File: src/rtl/dkongjr_cap_charge.sv
// RC capacitor charge/discharge envelope: a tick-rate 8.8 accumulator plus a
// sequential shift-add scaler that applies the envelope to the sound sample.
module dkongjr_cap_charge #(
  parameter int DIV       = 512,
  parameter int CHG_SHIFT = 6,
  parameter int DIS_SHIFT = 6
) (
  input  logic               I_CLK,
  input  logic               I_RESET,
  input  logic               I_CHARGE_EN,
  input  logic signed [15:0] I_SND_DAT,
  output logic        [7:0]  O_ENV,
  output logic signed [15:0] O_SND_DAT,
  output logic               O_SND_VALID
);
  localparam int               CNT_W    = (DIV > 1) ? $clog2(DIV) : 1;
  localparam logic [CNT_W-1:0] CNT_LAST = CNT_W'(DIV - 1);
  localparam logic [15:0]      FULL     = 16'hFF00;

  typedef enum logic [1:0] {IDLE, MUL, DONE} state_t;

  logic [CNT_W-1:0]   cnt_p0;
  logic               tick_p0;
  logic [15:0]        acc_p1;
  state_t             state_p1;
  logic [2:0]         bit_p1;
  logic signed [23:0] mcand_p1;
  logic [7:0]         mplier_p1;
  logic signed [23:0] prod_p2;

  // A minimum step of one makes both endpoints reachable exactly.
  function automatic logic [15:0] env_charge(input logic [15:0] acc);
    logic [15:0] gap;
    logic [15:0] step;
    gap  = FULL - acc;
    step = gap >> CHG_SHIFT;
    if (step == 16'd0 && gap != 16'd0) step = 16'd1;
    return acc + step;
  endfunction

  function automatic logic [15:0] env_discharge(input logic [15:0] acc);
    logic [15:0] step;
    step = acc >> DIS_SHIFT;
    if (step == 16'd0 && acc != 16'd0) step = 16'd1;
    return acc - step;
  endfunction

  // Stage p0: sample-rate tick generator
  always_ff @(posedge I_CLK) begin
    if (I_RESET) begin
      cnt_p0  <= '0;
      tick_p0 <= 1'b0;
    end else begin
      tick_p0 <= (cnt_p0 == CNT_LAST);
      cnt_p0  <= (cnt_p0 == CNT_LAST) ? '0 : cnt_p0 + 1'b1;
    end
  end

  // Stage p1: envelope accumulator, direction sampled only on the tick
  always_ff @(posedge I_CLK) begin
    if (I_RESET) begin
      acc_p1 <= 16'h0000;
    end else if (tick_p0) begin
      acc_p1 <= I_CHARGE_EN ? env_charge(acc_p1) : env_discharge(acc_p1);
    end
  end

  assign O_ENV = acc_p1[15:8];

  // Stage p1/p2: multiply sequencer and output register
  always_ff @(posedge I_CLK) begin
    if (I_RESET) begin
      state_p1    <= IDLE;
      bit_p1      <= 3'd0;
      O_SND_DAT   <= 16'sd0;
      O_SND_VALID <= 1'b0;
    end else begin
      O_SND_VALID <= 1'b0;
      case (state_p1)
        IDLE: begin
          if (tick_p0) begin
            bit_p1   <= 3'd0;
            state_p1 <= MUL;
          end
        end
        MUL: begin
          bit_p1 <= bit_p1 + 3'd1;
          if (bit_p1 == 3'd7) state_p1 <= DONE;
        end
        DONE: begin
          O_SND_DAT   <= prod_p2[23:8];
          O_SND_VALID <= 1'b1;
          state_p1    <= IDLE;
        end
        default: state_p1 <= IDLE;
      endcase
    end
  end

  // The multiplier uses the envelope from before this tick's update.
  always_ff @(posedge I_CLK) begin
    if (state_p1 == IDLE && tick_p0) begin
      mcand_p1  <= {{8{I_SND_DAT[15]}}, I_SND_DAT};
      mplier_p1 <= O_ENV;
      prod_p2   <= 24'sd0;
    end else if (state_p1 == MUL && mplier_p1[bit_p1]) begin
      prod_p2 <= prod_p2 + (mcand_p1 <<< bit_p1);
    end
  end

endmodule
File: config.mk
export PLATFORM = sky130hd
export DESIGN_NAME = dkongjr_cap_charge
export DESIGN_NICKNAME = d
export VERILOG_FILES = /design/src/rtl/dkongjr_cap_charge.sv
export SDC_FILE = /design/constraint.sdc
export NUM_CORES = 1
export LEC_CHECK = 0
export BUFFER_PORTS_ARGS = -buffer_cell sky130_fd_sc_hd__buf_4
export CORE_MARGIN = 8
export CORE_UTILIZATION = 60
export DETAILED_ROUTE_END_ITERATION = 6
export PLACE_DENSITY = 0.79
export SYNTH_ARGS = -nofsm -noshare
export SYNTH_HDL_FRONTEND = slang
export SYNTH_SLANG_ARGS = --single-unit
File: constraint.sdc
create_clock -name I_CLK -period 5.27 [get_ports I_CLK]
set_input_delay 0.7905 -clock I_CLK [delete_from_list [all_inputs] [get_ports I_CLK]]
set_output_delay 0.7905 -clock I_CLK [all_outputs]
set_load 0.005 [all_outputs]
# After elaboration in Yosys (flattened, before gate mapping)
# Index checks and enable logic that the tools add are counted.
# W data, S select, Z words.
[word_totals]
wordCells = 52
reg_bits = 96
output_inout_bits = 25
[op_classes]
n_mux = 15
n_shift = 1
magnitude_cmp = 1
eq_ne = 6
n_reduce_logical = 13
n_addsub = 6
[ops]
columns = ["operator", "count"]
rows = [
  ["$mux W16", 5],
  ["$logic_not A16 Y1", 2],
  ["$reduce_bool A16 Y1", 2],
  ["$add A24 B24 Y24", 1],
  ["$sshl A16 B3 Y24", 1],
  ["$mux W10", 2],
  ["$add A16 B16 Y16", 1],
  ["$sub A16 B16 Y16", 1],
  ["$sub A16 B16 Y16 const A", 1],
  ["$add A9 B1 Y9 const B", 1],
  ["$eq A9 B9 Y1 const B", 1],
  ["$pmux W3 S2", 1],
  ["$logic_and A1 B1 Y1", 4],
  ["$lt A3 B4 Y1 const B", 1],
  ["$mux W2", 2],
  ["$ne A2 B2 Y1 const B", 2],
  ["$pmux W2 S2", 1],
  ["$reduce_and A2 Y1", 2],
  ["$add A3 B1 Y3 const B", 1],
  ["$bmux W1 S3", 1],
  ["$eq A3 B3 Y1 const B", 1],
  ["$mux W3", 1],
  ["$eq A2 B1 Y1 const B", 1],
  ["$eq A2 B2 Y1 const B", 1],
  ["other kinds (4)", 5],
]

# Longest topological paths before layout
[depth]
ltp_word = 8
ltp_mapped = 19
ltp_nobuf = 17

# Least setup slack after synthesis
# No wires, ideal clock.
[synth_timing]
path_type = "flip-flop to flip-flop"
from = "register acc_p1[12]"
to = "register acc_p1[13]"
path_buffers = 2
slack_ps = 1510
arrival_time_ps = 3624
stages_incl_launch_ff = 20
cell_sequence = "dfxtp_1 -> clkbuf_1 -> nor2_1 -> and4_1 -> a21oi_1 -> ha_1 -> inv_1 -> or3_1 -> nor3_1 -> a31oi_1 -> xor2_1 -> ha_1 -> clkbuf_1 -> nand3_1 -> nor4_1 -> nor4_1 -> o21ai_1 -> a21o_1 -> a211oi_1 -> o32ai_1"
[synth_via]
elab_chain_cells = 8
[synth_lines]
columns = ["item", "line_no", "source"]
rows = [
  ["start: declaration", "24", "logic [15:0] acc_p1;"],
  ["start signal: assignment", "64", "acc_p1 <= I_CHARGE_EN ? env_charge(acc_p1) : env_discharge(acc_p1);"],
  ["$sub A16 B16 Y16", "35", "gap = FULL - acc;"],
  ["$logic_not A16 Y1 or $reduce_bool A16 Y1 (tied branches)", "37", "if (step == 16'd0 && gap != 16'd0) step = 16'd1;"],
  ["$logic_and A1 B1 Y1", "37", ""],
  ["$mux W10", "37", ""],
  ["$mux W16", "63", "end else if (tick_p0) begin"],
  ["$mux W16", "61", "if (I_RESET) begin"],
  ["$add A16 B16 Y16", "38", "return acc + step;"],
  ["$mux W16 (*)", "64", ""],
]
# Every way passes the cells marked *; elsewhere a longest branch is shown, timed or not. The select of a mux whose other input is x is not followed.
# A chain may end at the register's enable or synchronous reset.

# Final worst setup path
[layout_timing]
from = "register acc_p1[8]"
to = "register acc_p1[13]"
# The elaborated chain is that of the path after synthesis.

==> insert_results.sql <==
INSERT INTO impl_metrics (metric_group, metric, value, unit) VALUES
('status', 'outcome', 'finished, final reports clean', ''),
('placement', 'io_buffer_count', '43', ''),
('die', 'core', '10700', 'um^2'),
('cts', 'clock_sink_count', '96', ''),
('die', 'die_width', '120', 'um'),
('placement', 'placed_cell_area', '6770', 'um^2'),
('final_layout', 'final_cell_mix', 'sky130_fd_sc_hd__nand2_1, sky130_fd_sc_hd__a21oi_1, sky130_fd_sc_hd__dfxtp_1', ''),
('final_layout', 'layout.nets', '856', ''),
('final_layout', 'syn2layout_area_growth', '7.83', '%'),
('placement', 'pre_cts_ws', '1.00', 'ns'),
('sta', 'final.setup.worst_slack', '0.823', 'ns'),
('sta', 'relSlewSlack', '30.2', '%'),
('final_layout', 'layoutNonFillerInstCount', '937', ''),
('yosys', 'mapped_avg_cell_area', '8.28', 'um^2'),
('final_layout', 'layout.cell_area.non_filler', '6980', 'um^2'),
('die', 'die_height', '120', 'um'),
('yosys', 'synth-edff-count', '24', ''),
('die', 'num_io_pins', '44', ''),
('grt', 'grt_pass1_wl', '25.5', 'mm'),
('sta', 'fmax', '0.225', 'GHz'),
('detailed_routing', 'antenna_violating_nets_post_route', '0', ''),
('sta', 'grt_setup_unrepaired', 'no', ''),
('cts', 'post-cts-setup-buffer-count', '0', ''),
('detailed_routing', 'dr.first_iter.drc_count', '321', ''),
('final_layout', 'most_common_cell_after_layout_fill_and_taps_aside', 'sky130_fd_sc_hd__nand2_1', ''),
('critical_path', 'path_max_fanout', '16', ''),
('power_and_ir_drop', 'p_per_area', '214', 'nW/um^2'),
('sta', 'timing.hold.ws', '0.452', 'ns'),
('placement', 'routabilityCongestion', '0.930', ''),
('power_and_ir_drop', 'power', '1.50', 'mW'),
('power_and_ir_drop', 'power.static_leakage', '2.67', 'nW'),
('power_and_ir_drop', 'switching_share', '26.2', '%'),
('final_layout', 'fillCellCount', '914', ''),
('detailed_routing', 'detail_route.vias_per_cell', '6.13', ''),
('die', 'row_count', '38', ''),
('sta', 'hold_viol_final', '0', ''),
('power_and_ir_drop', 'switching_power', '0.391', 'mW'),
('power_and_ir_drop', 'power.combinational.fraction', '13.1', '%'),
('final_layout', 'layout_cells_sized_above_1', '11.7', '%'),
('sta', 'totalNegativeSetupSlack', '0', 'ns'),
('cts', 'cts_hold_buffers', '0', ''),
('final_layout', 'post-route-util', '65.2', '%'),
('critical_path', 'crit_path_end_kind', 'register', ''),
('yosys', 'synth_top_flop_cell', 'sky130_fd_sc_hd__dfxtp_1', ''),
('placement', 'dp.final_hpwl', '11.3', 'mm'),
('grt', 'antenna_found_initial', '0', ''),
('yosys', 'yosysSeqAreaShare', '33.4', '%'),
('yosys', 'synthesis.area', '6470', 'um^2'),
('detailed_routing', 'drcViolationCount', '0', ''),
('die', 'initial_util', '60.5', '%'),
('critical_path', 'timing.critical_path.max_delay_family', 'compound AO/OA/AOI/OAI gates', ''),
('die', 'die_area', '14400', 'um^2'),
('critical_path', 'slowest_stage', 'sky130_fd_sc_hd__dfxtp_1', ''),
('flow_run', 'cap_violations', '0', ''),
('sta', 'setup-violations-final', '0', ''),
('cts', 'cts_buffer_depth', '2', ''),
('power_and_ir_drop', 'clock_power_share', '34.0', '%'),
('critical_path', 'worstSetupStartpointType', 'register', ''),
('yosys', 'synth.lib_cells_used.distinct', '66', ''),
('critical_path', 'critical_path_class', 'register to register', ''),
('critical_path', 'buffering_stage_count_on_the_worst_path_with_inverters_included', '1', ''),
('sta', 'finalWorstPathRequiredPeriod', '4.45', 'ns'),
('critical_path', 'critPathRequiredTime', '5.51', 'ns'),
('cts', 'cts.root.buffer_cell', 'sky130_fd_sc_hd__clkbuf_8', ''),
('yosys', 'yosysWarningCount', '0', ''),
('cts', 'ctsResizeCount', '0', ''),
('grt', 'groute.usage.overall', '21.4', '%'),
('placement', 'dp_cells', '921', ''),
('critical_path', 'path_cells', 'nor4_1 > and4_1 > a21oi_1 > ha_1 > inv_1 > or3_1 > nor3_1 > a31oi_1 > xor2_1 > ha_1 > a21oi_1 > o21ai_0 > nor4_1 > o21ai_1 > a21o_1 > a211oi_1 > o32ai_1', ''),
('detailed_routing', 'drt-total-wl', '15.3', 'mm'),
('grt', 'globalRoute.totalOverflow', '0', '');
[Yosys cell counts, drive strengths merged, types with 5 or more instances]
cell,number,area (um^2)
a41oi,5,43.8
mux2i,19,190
buf,22,135
xnor2,18,158
dfxtp,72,1440
nand2b,12,75.1
o21bai,6,45.0
a21oi,74,370
a211oi,16,125
inv,26,97.6
mux2,15,169
a31oi,9,56.3
clkbuf,27,101
edfxtp,24,721
nor3b,7,62.6
o21a,6,45.0
nand3,30,150
nand4,8,50.1
nand2,104,390
xor2,14,123
nor2b,7,43.8
a21o,11,82.6
nor3,13,75.1
o211ai,9,67.6
and3,5,31.3
ha,43,538
or3,5,31.3
nand3b,6,45.0
or2,6,37.5
o21ai,53,265
nor2,55,206
and2,5,31.3
o22ai,5,31.3
nor4,6,37.5
[sequential cells by signal, indices dropped and copies added (netlist names)]
signal       cells
prod_p2         24
O_SND_DAT       16
acc_p1          16
mcand_p1        16
cnt_p0           9
mplier_p1        8
bit_p1           3
state_p1         2
O_SND_VALID      1
tick_p0          1
[cell families after synthesis]
logic type | count (synthesis) | synth area share (%)
multiplexers | 37 | 6.59
adder cells (fa/ha/maj) | 45 | 8.93
AO/OA/AOI/OAI | 217 | 20.5
AND/OR/NAND/NOR | 280 | 21.0
XOR/XNOR | 32 | 4.33
flip-flops | 96 | 33.4
buffers and inverters | 75 | 5.16
[cell type report]
type	instances	area [um^2]	share of cell area [%]
clock buffer	11	153	2.19
clock inverter	5	55.1	0.789
inverter	26	97.6	1.40
multi-input combinational	611	3980	57.0
sequential	96	2160	31.0
tap	140	175	2.51
timing repair buffer	48	360	5.16
[path summary, 6_finish.rpt]
kind         slack, ns  cells past startpoint         end      start
max               0.82                     17  acc_p1[13]  acc_p1[8]
min               0.45                      1   cnt_p0[0]  cnt_p0[0]
max reg2reg       0.82                     17  acc_p1[13]  acc_p1[8]
min reg2reg       0.45                      1   cnt_p0[0]  cnt_p0[0]
[worst register-to-register path, stage by stage, from the launching register on]
cell	delay [ns]
sky130_fd_sc_hd__dfxtp_1	0.69
sky130_fd_sc_hd__nor4_1	0.10
sky130_fd_sc_hd__and4_1	0.27
sky130_fd_sc_hd__a21oi_1	0.17
sky130_fd_sc_hd__ha_1	0.22
sky130_fd_sc_hd__inv_1	0.08
sky130_fd_sc_hd__or3_1	0.39
sky130_fd_sc_hd__nor3_1	0.17
sky130_fd_sc_hd__a31oi_1	0.08
sky130_fd_sc_hd__xor2_1	0.18
sky130_fd_sc_hd__ha_1	0.38
sky130_fd_sc_hd__a21oi_1	0.21
sky130_fd_sc_hd__o21ai_0	0.15
sky130_fd_sc_hd__nor4_1	0.39
sky130_fd_sc_hd__o21ai_1	0.17
sky130_fd_sc_hd__a21o_1	0.21
sky130_fd_sc_hd__a211oi_1	0.29
sky130_fd_sc_hd__o32ai_1	0.15
[power groups by stage]
stage	clock network, mW	logic (mW)	registers, mW
2_1_floorplan	0	0.149	0.802
3_3_place_gp	0	0.183	0.807
3_5_place_dp	0	0.191	0.807
4_1_cts	0.521	0.192	0.791
5_1_grt	0.545	0.217	0.794
6_report	0.509	0.195	0.791
[per-layer routing]
| layer | routed length (um) | global-route usage [%] | part of all wire (%) | vias up |
|---|---|---|---|---|
| met3 | 842 | 3.38 | 5.5 | 33 |
| met5 | 0 | 0 | 0 | - |
| met1 | 6200 | 24.8 | 40 | 2688 |
| met2 | 7890 | 38.1 | 51 | 168 |
| met4 | 404 | 9.76 | 2.6 | 0 |
| li1 | - | - | - | 2851 |
(Power assumes the default switching activity.)
